==> src/rtl/logdiv_pkg.sv <==
// Shared types and constants for the log/divide engine.
package logdiv_pkg;

  typedef enum logic [1:0] {
    IDLE   = 2'd0,
    LOAD   = 2'd1,
    CALC   = 2'd2,
    FINISH = 2'd3
  } state_t;

  localparam int XW_DEF    = 30;
  localparam int DW_DEF    = 4;
  localparam int LW_DEF    = 5;
  localparam int ERR_DIV0  = 0;
  localparam int ERR_LOG   = 1;
  localparam int DIV_ITERS = 30;

endpackage

==> src/rtl/log_divider_restoring_div_step.sv <==
// One combinational iteration of a restoring shift-subtract divider.
module restoring_div_step #(
  parameter int DW = 4
) (
  input  logic [DW-1:0] rem,
  input  logic          din,
  input  logic [DW-1:0] d,
  output logic [DW-1:0] rem_next,
  output logic          qbit
);

  logic [DW:0] r;
  logic [DW:0] diff;

  always_comb begin
    r        = {rem, din};
    diff     = r - {1'b0, d};
    qbit     = (r >= {1'b0, d});
    // A successful subtract leaves diff < d, so it always fits in DW bits
    rem_next = qbit ? diff[DW-1:0] : r[DW-1:0];
  end

endmodule

==> src/rtl/log_divider.sv <==
// Quotient/remainder X/D and floor(log_D(X)) computed in parallel under one FSM.
// Optional macro LOGDIV_CYCLE_CNT_EN adds the o_cycles CALC-cycle counter port.
module log_divider
  import logdiv_pkg::*;
#(
  parameter int XW = XW_DEF,
  parameter int DW = DW_DEF,
  parameter int LW = LW_DEF
) (
  input  logic          i_clk,
  input  logic          i_rst_n,
  input  logic          i_load,
  input  logic          i_start,
  input  logic          i_select,
  input  logic [XW-1:0] i_X,
  input  logic [DW-1:0] i_D,
  output logic          o_done,
  output logic [XW-1:0] o_P,
  output logic [DW-1:0] o_R,
  output logic [1:0]    o_err
`ifdef LOGDIV_CYCLE_CNT_EN
  ,
  output logic [5:0]    o_cycles
`endif
);

  localparam int IW = $clog2(DIV_ITERS);

  state_t state_q, state_d;

  logic [XW-1:0]    x_q, x_sh, q, acc;
  logic [DW-1:0]    d_q, rem, rem_next;
  logic [LW-1:0]    l;
  logic [IW-1:0]    idx;
  logic             div_done, log_done, qbit;
  logic             div_err, log_err;
  logic [XW+DW-1:0] prod;

  assign div_err = (d_q == '0);
  assign log_err = (d_q < DW'(2)) || (x_q == '0);
  assign prod    = {{DW{1'b0}}, acc} * {{XW{1'b0}}, d_q};

  restoring_div_step #(.DW(DW)) u_step (
    .rem      (rem),
    .din      (x_sh[XW-1]),
    .d        (d_q),
    .rem_next (rem_next),
    .qbit     (qbit)
  );

  always_ff @(posedge i_clk or negedge i_rst_n) begin
    if (!i_rst_n) state_q <= IDLE;
    else          state_q <= state_d;
  end

  always_comb begin
    state_d = state_q;
    case (state_q)
      IDLE:    if (i_load) state_d = LOAD;
      LOAD:    if (i_start) state_d = CALC;
      CALC:    if (div_done && log_done) state_d = FINISH;
      FINISH:  if (i_start) state_d = IDLE;
      default: state_d = IDLE;
    endcase
  end

  // Operand latch and both engines
  always_ff @(posedge i_clk or negedge i_rst_n) begin
    if (!i_rst_n) begin
      x_q      <= '0;
      d_q      <= '0;
      x_sh     <= '0;
      q        <= '0;
      rem      <= '0;
      idx      <= '0;
      div_done <= 1'b0;
      acc      <= XW'(1);
      l        <= '0;
      log_done <= 1'b0;
    end else if (state_q == IDLE) begin
      q        <= '0;
      rem      <= '0;
      idx      <= '0;
      div_done <= 1'b0;
      acc      <= XW'(1);
      l        <= '0;
      log_done <= 1'b0;
      if (i_load) begin
        x_q  <= i_X;
        d_q  <= i_D;
        x_sh <= i_X;
      end
    end else if (state_q == CALC) begin
      if (!div_done) begin
        if (div_err) begin
          q        <= '1;
          rem      <= '0;
          div_done <= 1'b1;
        end else begin
          rem  <= rem_next;
          q    <= {q[XW-2:0], qbit};
          x_sh <= {x_sh[XW-2:0], 1'b0};
          idx  <= idx + IW'(1);
          if (idx == IW'(DIV_ITERS - 1)) div_done <= 1'b1;
        end
      end
      if (!log_done) begin
        if (log_err) begin
          l        <= '0;
          log_done <= 1'b1;
        end else if (prod <= {{DW{1'b0}}, x_q} && l != LW'(XW - 1)) begin
          acc <= prod[XW-1:0];
          l   <= l + LW'(1);
        end else begin
          log_done <= 1'b1;
        end
      end
    end
  end

  // Registered result outputs, cleared as soon as the result is released
  always_ff @(posedge i_clk or negedge i_rst_n) begin
    if (!i_rst_n) begin
      o_done <= 1'b0;
      o_P    <= '0;
      o_R    <= '0;
      o_err  <= '0;
    end else if (state_q == IDLE || (state_q == FINISH && i_start)) begin
      o_done <= 1'b0;
      o_P    <= '0;
      o_R    <= '0;
      o_err  <= '0;
    end else if (state_q == FINISH) begin
      o_done          <= 1'b1;
      o_P             <= i_select ? {{(XW-LW){1'b0}}, l} : q;
      o_R             <= rem;
      o_err[ERR_DIV0] <= div_err;
      o_err[ERR_LOG]  <= log_err;
    end
  end

`ifdef LOGDIV_CYCLE_CNT_EN
  always_ff @(posedge i_clk or negedge i_rst_n) begin
    if (!i_rst_n)               o_cycles <= '0;
    else if (state_q == IDLE)   o_cycles <= '0;
    else if (state_q == CALC)   o_cycles <= o_cycles + 6'd1;
  end
`endif

endmodule

==> config.mk <==
export PLATFORM = sky130hd
export DESIGN_NAME = log_divider
export DESIGN_NICKNAME = d
export VERILOG_FILES = /design/src/rtl/logdiv_pkg.sv /design/src/rtl/log_divider_restoring_div_step.sv /design/src/rtl/log_divider.sv
export SDC_FILE = /design/constraint.sdc
export NUM_CORES = 1
export LEC_CHECK = 0
export ABC_AREA = 1
export CAP_MARGIN = 0
export CORE_MARGIN = 2
export CORE_UTILIZATION = 48
export CTS_CLUSTER_DIAMETER = 200
export CTS_CLUSTER_SIZE = 40
export DETAILED_ROUTE_END_ITERATION = 8
export HOLD_SLACK_MARGIN = 0.08
export PLACE_DENSITY = 0.69
export SYNTH_ARGS = -nofsm -noshare
export SYNTH_HDL_FRONTEND = slang
export SYNTH_SLANG_ARGS = --single-unit
==> constraint.sdc <==
create_clock -name i_clk -period 9.7 [get_ports i_clk]
set_input_delay 1.94 -clock i_clk [delete_from_list [all_inputs] [get_ports i_clk]]
set_output_delay 1.94 -clock i_clk [all_outputs]
set_load 0.03 [all_outputs]
==> flow_summary.toml <==
[grt]
grt.overflow.total = 0
grt_usage = 0.239
gr-usage-met1 = 0.346
grt_busiest_layer = "met2"
met2_usage = 0.390
grt_max_degree = 81
grt_pass1_vias = 11300
use_met3 = 0.0279
grt_pass1_wl_mm = 55.9
antenna_found_initial = 0

[clock_tree]
cts_buffers = 17
ctsHoldBuffers = 0
cts_sinks = 179
cts_resized = 0
insertion_delay_ns = 0.44
cts_tree = "built"
htree_levels = 4
clk_pin_slew_worst_paths_ns = 0.08
cts_setup_buffers = 0
cts_buffer_depth = 2
clockRootBuffer = "clkbuf_16"

[place]
placed_cell_area_um2 = 14200
port-buffer-count = 75
gp_congestion = 0.907
dp_hpwl_mm = 23.7

[synthesis]
ys_seq_area_frac = 0.339
yosys_warnings = 0
synth_fp_nets = 1991
synth_top_area_frac = 0.337
synth_edf_count = 0
postSynthCellCount = 1815
synth_top_area_cell = "dfrtp_1"
syn-cell-area_um2 = 13200
ys_top_cells_by_area = "dfrtp_1 (34%), nand2_1 (13%), inv_1 (12%)"
avgSynthCellArea_um2 = 7.27
synth_cell_types = 42
synth_seq_cells = 179
async_flop_share = 1.00
synth_flop_cell = "dfrtp_1"

[job]
drv_cap = 0

[worst_setup_path]
cp_data_required_time_ns = 10.02
critPathKind = "flip-flop to flip-flop"
end_kind = "flip-flop"
crit_buf_inv = 5
crit_path_frequent_cell = "nand2_1"
startpoint_type = "flip-flop"
cp_top_family = "simple AND/OR/NAND/NOR gates"
cp_slowest_cell = "dfrtp_1"
crit_path_max_fanout = 32
reg2reg_slack_ns = 3.35
rr_worst_depth = 29
r2r_end = "acc[19]$_DFFE_PN0P_"
reg2reg_from = "d_q[3]$_DFFE_PN0P_"
cp.depth = 29
startpoint = "d_q[3]$_DFFE_PN0P_"
endpoint = "acc[19]$_DFFE_PN0P_"
critPathMaxStageDelay_ns = 1.17
worst_ep_arrival_time_ns = 6.67

[drt]
drt_iter0_markers = 828
ant_nets = 0
vias = 11500
first_pass_iters = 5
via_per_inst = 5.20
wl_per_cell_um = 14.5
wirelength_mm = 32.2
drcViolationCount = 0

[timing]
period_share = 0.655
rsz0062_at_grt = "no"
maxSlewHeadroom = 0.181
layout_min_cycle_time_ns = 6.35
max_freq_mhz = 157
skew_ns = 0.0147
tightest_slew_ns = 1.23
finalHoldViolCount = 0
fin_tns_setup_ns = 0
finalSetupViolations = 0
slew_viol_final = 0

[floorplan]
core_region_area_um2 = 27000
die_area_um2 = 28800
die_y_um = 170
die_w_um = 170
std_cell_rows = 60
start_util = 0.490
io_pins = 76

[finish]
final_area_um2 = 14900
antennaDiodeCount = 0
drive_gt1_frac = 0.0369
area_growth_pct = 12.6
final_nets = 2033

[pwr]
ir_drop_uv = 194
p_leak_nw = 8.27
power_per_cell_area_nw_per_um2 = 303

[min_path]
worstHoldPathType = "flip-flop to flip-flop"

[run_status]
outcome = "complete, no violations"
==> layer usage <==
metal / up-vias / share of wire
met3: 21 / 0.053
met5: - / 0
met1: 5483 / 0.48
li1: 5683 / -
met4: 0 / 0.0080
met2: 301 / 0.46
==> report_power, final <==
group	total (W)	switching [W]	internal (W)	leakage, nW
combinational	0.00254	0.00172	0.000824	5.65
clock	0.000758	0.000389	0.000369	0.312
sequential	0.00120	0.000209	0.000994	2.31
==> logic make-up (layout without fill, tap and decap cells) <==
logic type,count (synthesis),after routing,share of synthesized area
flip-flops,179,179,0.339
AO/OA/AOI/OAI,284,284,0.117
AND/OR/NAND/NOR,709,709,0.225
buffers and inverters,479,534,0.139
XOR/XNOR,27,27,0.0179
adder cells (fa/ha/maj),137,137,0.162
==> layout make-up <==
type | instances | area (um2)
timing repair buffer | 87 | 842
clock buffer | 17 | 425
fill | 2526 | 12100
sequential | 179 | 4480
multi-input combinational | 1157 | 6910
inverter | 415 | 1560
clock inverter | 15 | 223
tap | 341 | 427
==> metrics by stage <==
stage	cells	total power [W]	utilization	setup slack (ns)	hold slack (ns)
finish	2211	0.00450	0.552	3.35	0.489
global route	2211	0.00497	0.552	2.68	0.508
CTS	2211	0.00451	0.552	3.36	0.493
detailed placement	2179	0.00374	0.527	3.41	0.474
global placement	2179	0.00367	0.527	3.55	0.466
floorplan	1815	0.00306	-	4.94	0.453
==> state kept, by name (all words and copies together) (netlist names), 4 cells and up <==
signal and flops:
x_sh 30, acc 30, d_q 4, o_P 30, x_q 30, o_R 4, idx 5, q 30
l 5, rem 4
==> cells in the mapped netlist (all sizes together) (10+ instances only) <==
cell	number
nor2	93
nand2	473
ha	80
xor2	17
a21oi	47
fa	57
buf	14
o21ai	189
dfrtp	178
o21a	18
xnor2	10
inv	414
nor3	16
o211ai	13
nand3	74
nand4	39
clkbuf	50
==> layout by cell type (no fill, tap or decap), types with 5 or more instances in the layout <==
cell,count
nor4_1,6
nand3_1,72
o21bai_1,6
inv_1,412
clkdlybuf4s50_1,74
inv_12,7
o211ai_1,13
fa_1,57
o21ai_0,187
nand2_1,468
dfrtp_1,178
ha_1,79
nor3_1,15
a21oi_1,46
nor2_1,87
xor2_1,17
clkbuf_16,17
nand4_1,39
buf_4,12
o21a_1,18
xnor2_1,10
nor2_2,5
==> worst min-delay path by stage <==
stage               cells after the start                    to                  from  slack (ns)
floorplan                               2   x_q[13]$_DFFE_PN0P_   x_q[13]$_DFFE_PN0P_        0.45
global placement                        2   x_q[28]$_DFFE_PN0P_   x_q[28]$_DFFE_PN0P_        0.47
detailed placement                      1  x_sh[22]$_DFFE_PN0P_  x_sh[22]$_DFFE_PN0P_        0.47
CTS                                     1  x_sh[22]$_DFFE_PN0P_  x_sh[22]$_DFFE_PN0P_        0.49
global route                            1  x_sh[14]$_DFFE_PN0P_  x_sh[14]$_DFFE_PN0P_        0.51
finish                                  1  x_sh[25]$_DFFE_PN0P_  x_sh[25]$_DFFE_PN0P_        0.49
Note: power is estimated with default switching activity, not from simulation.
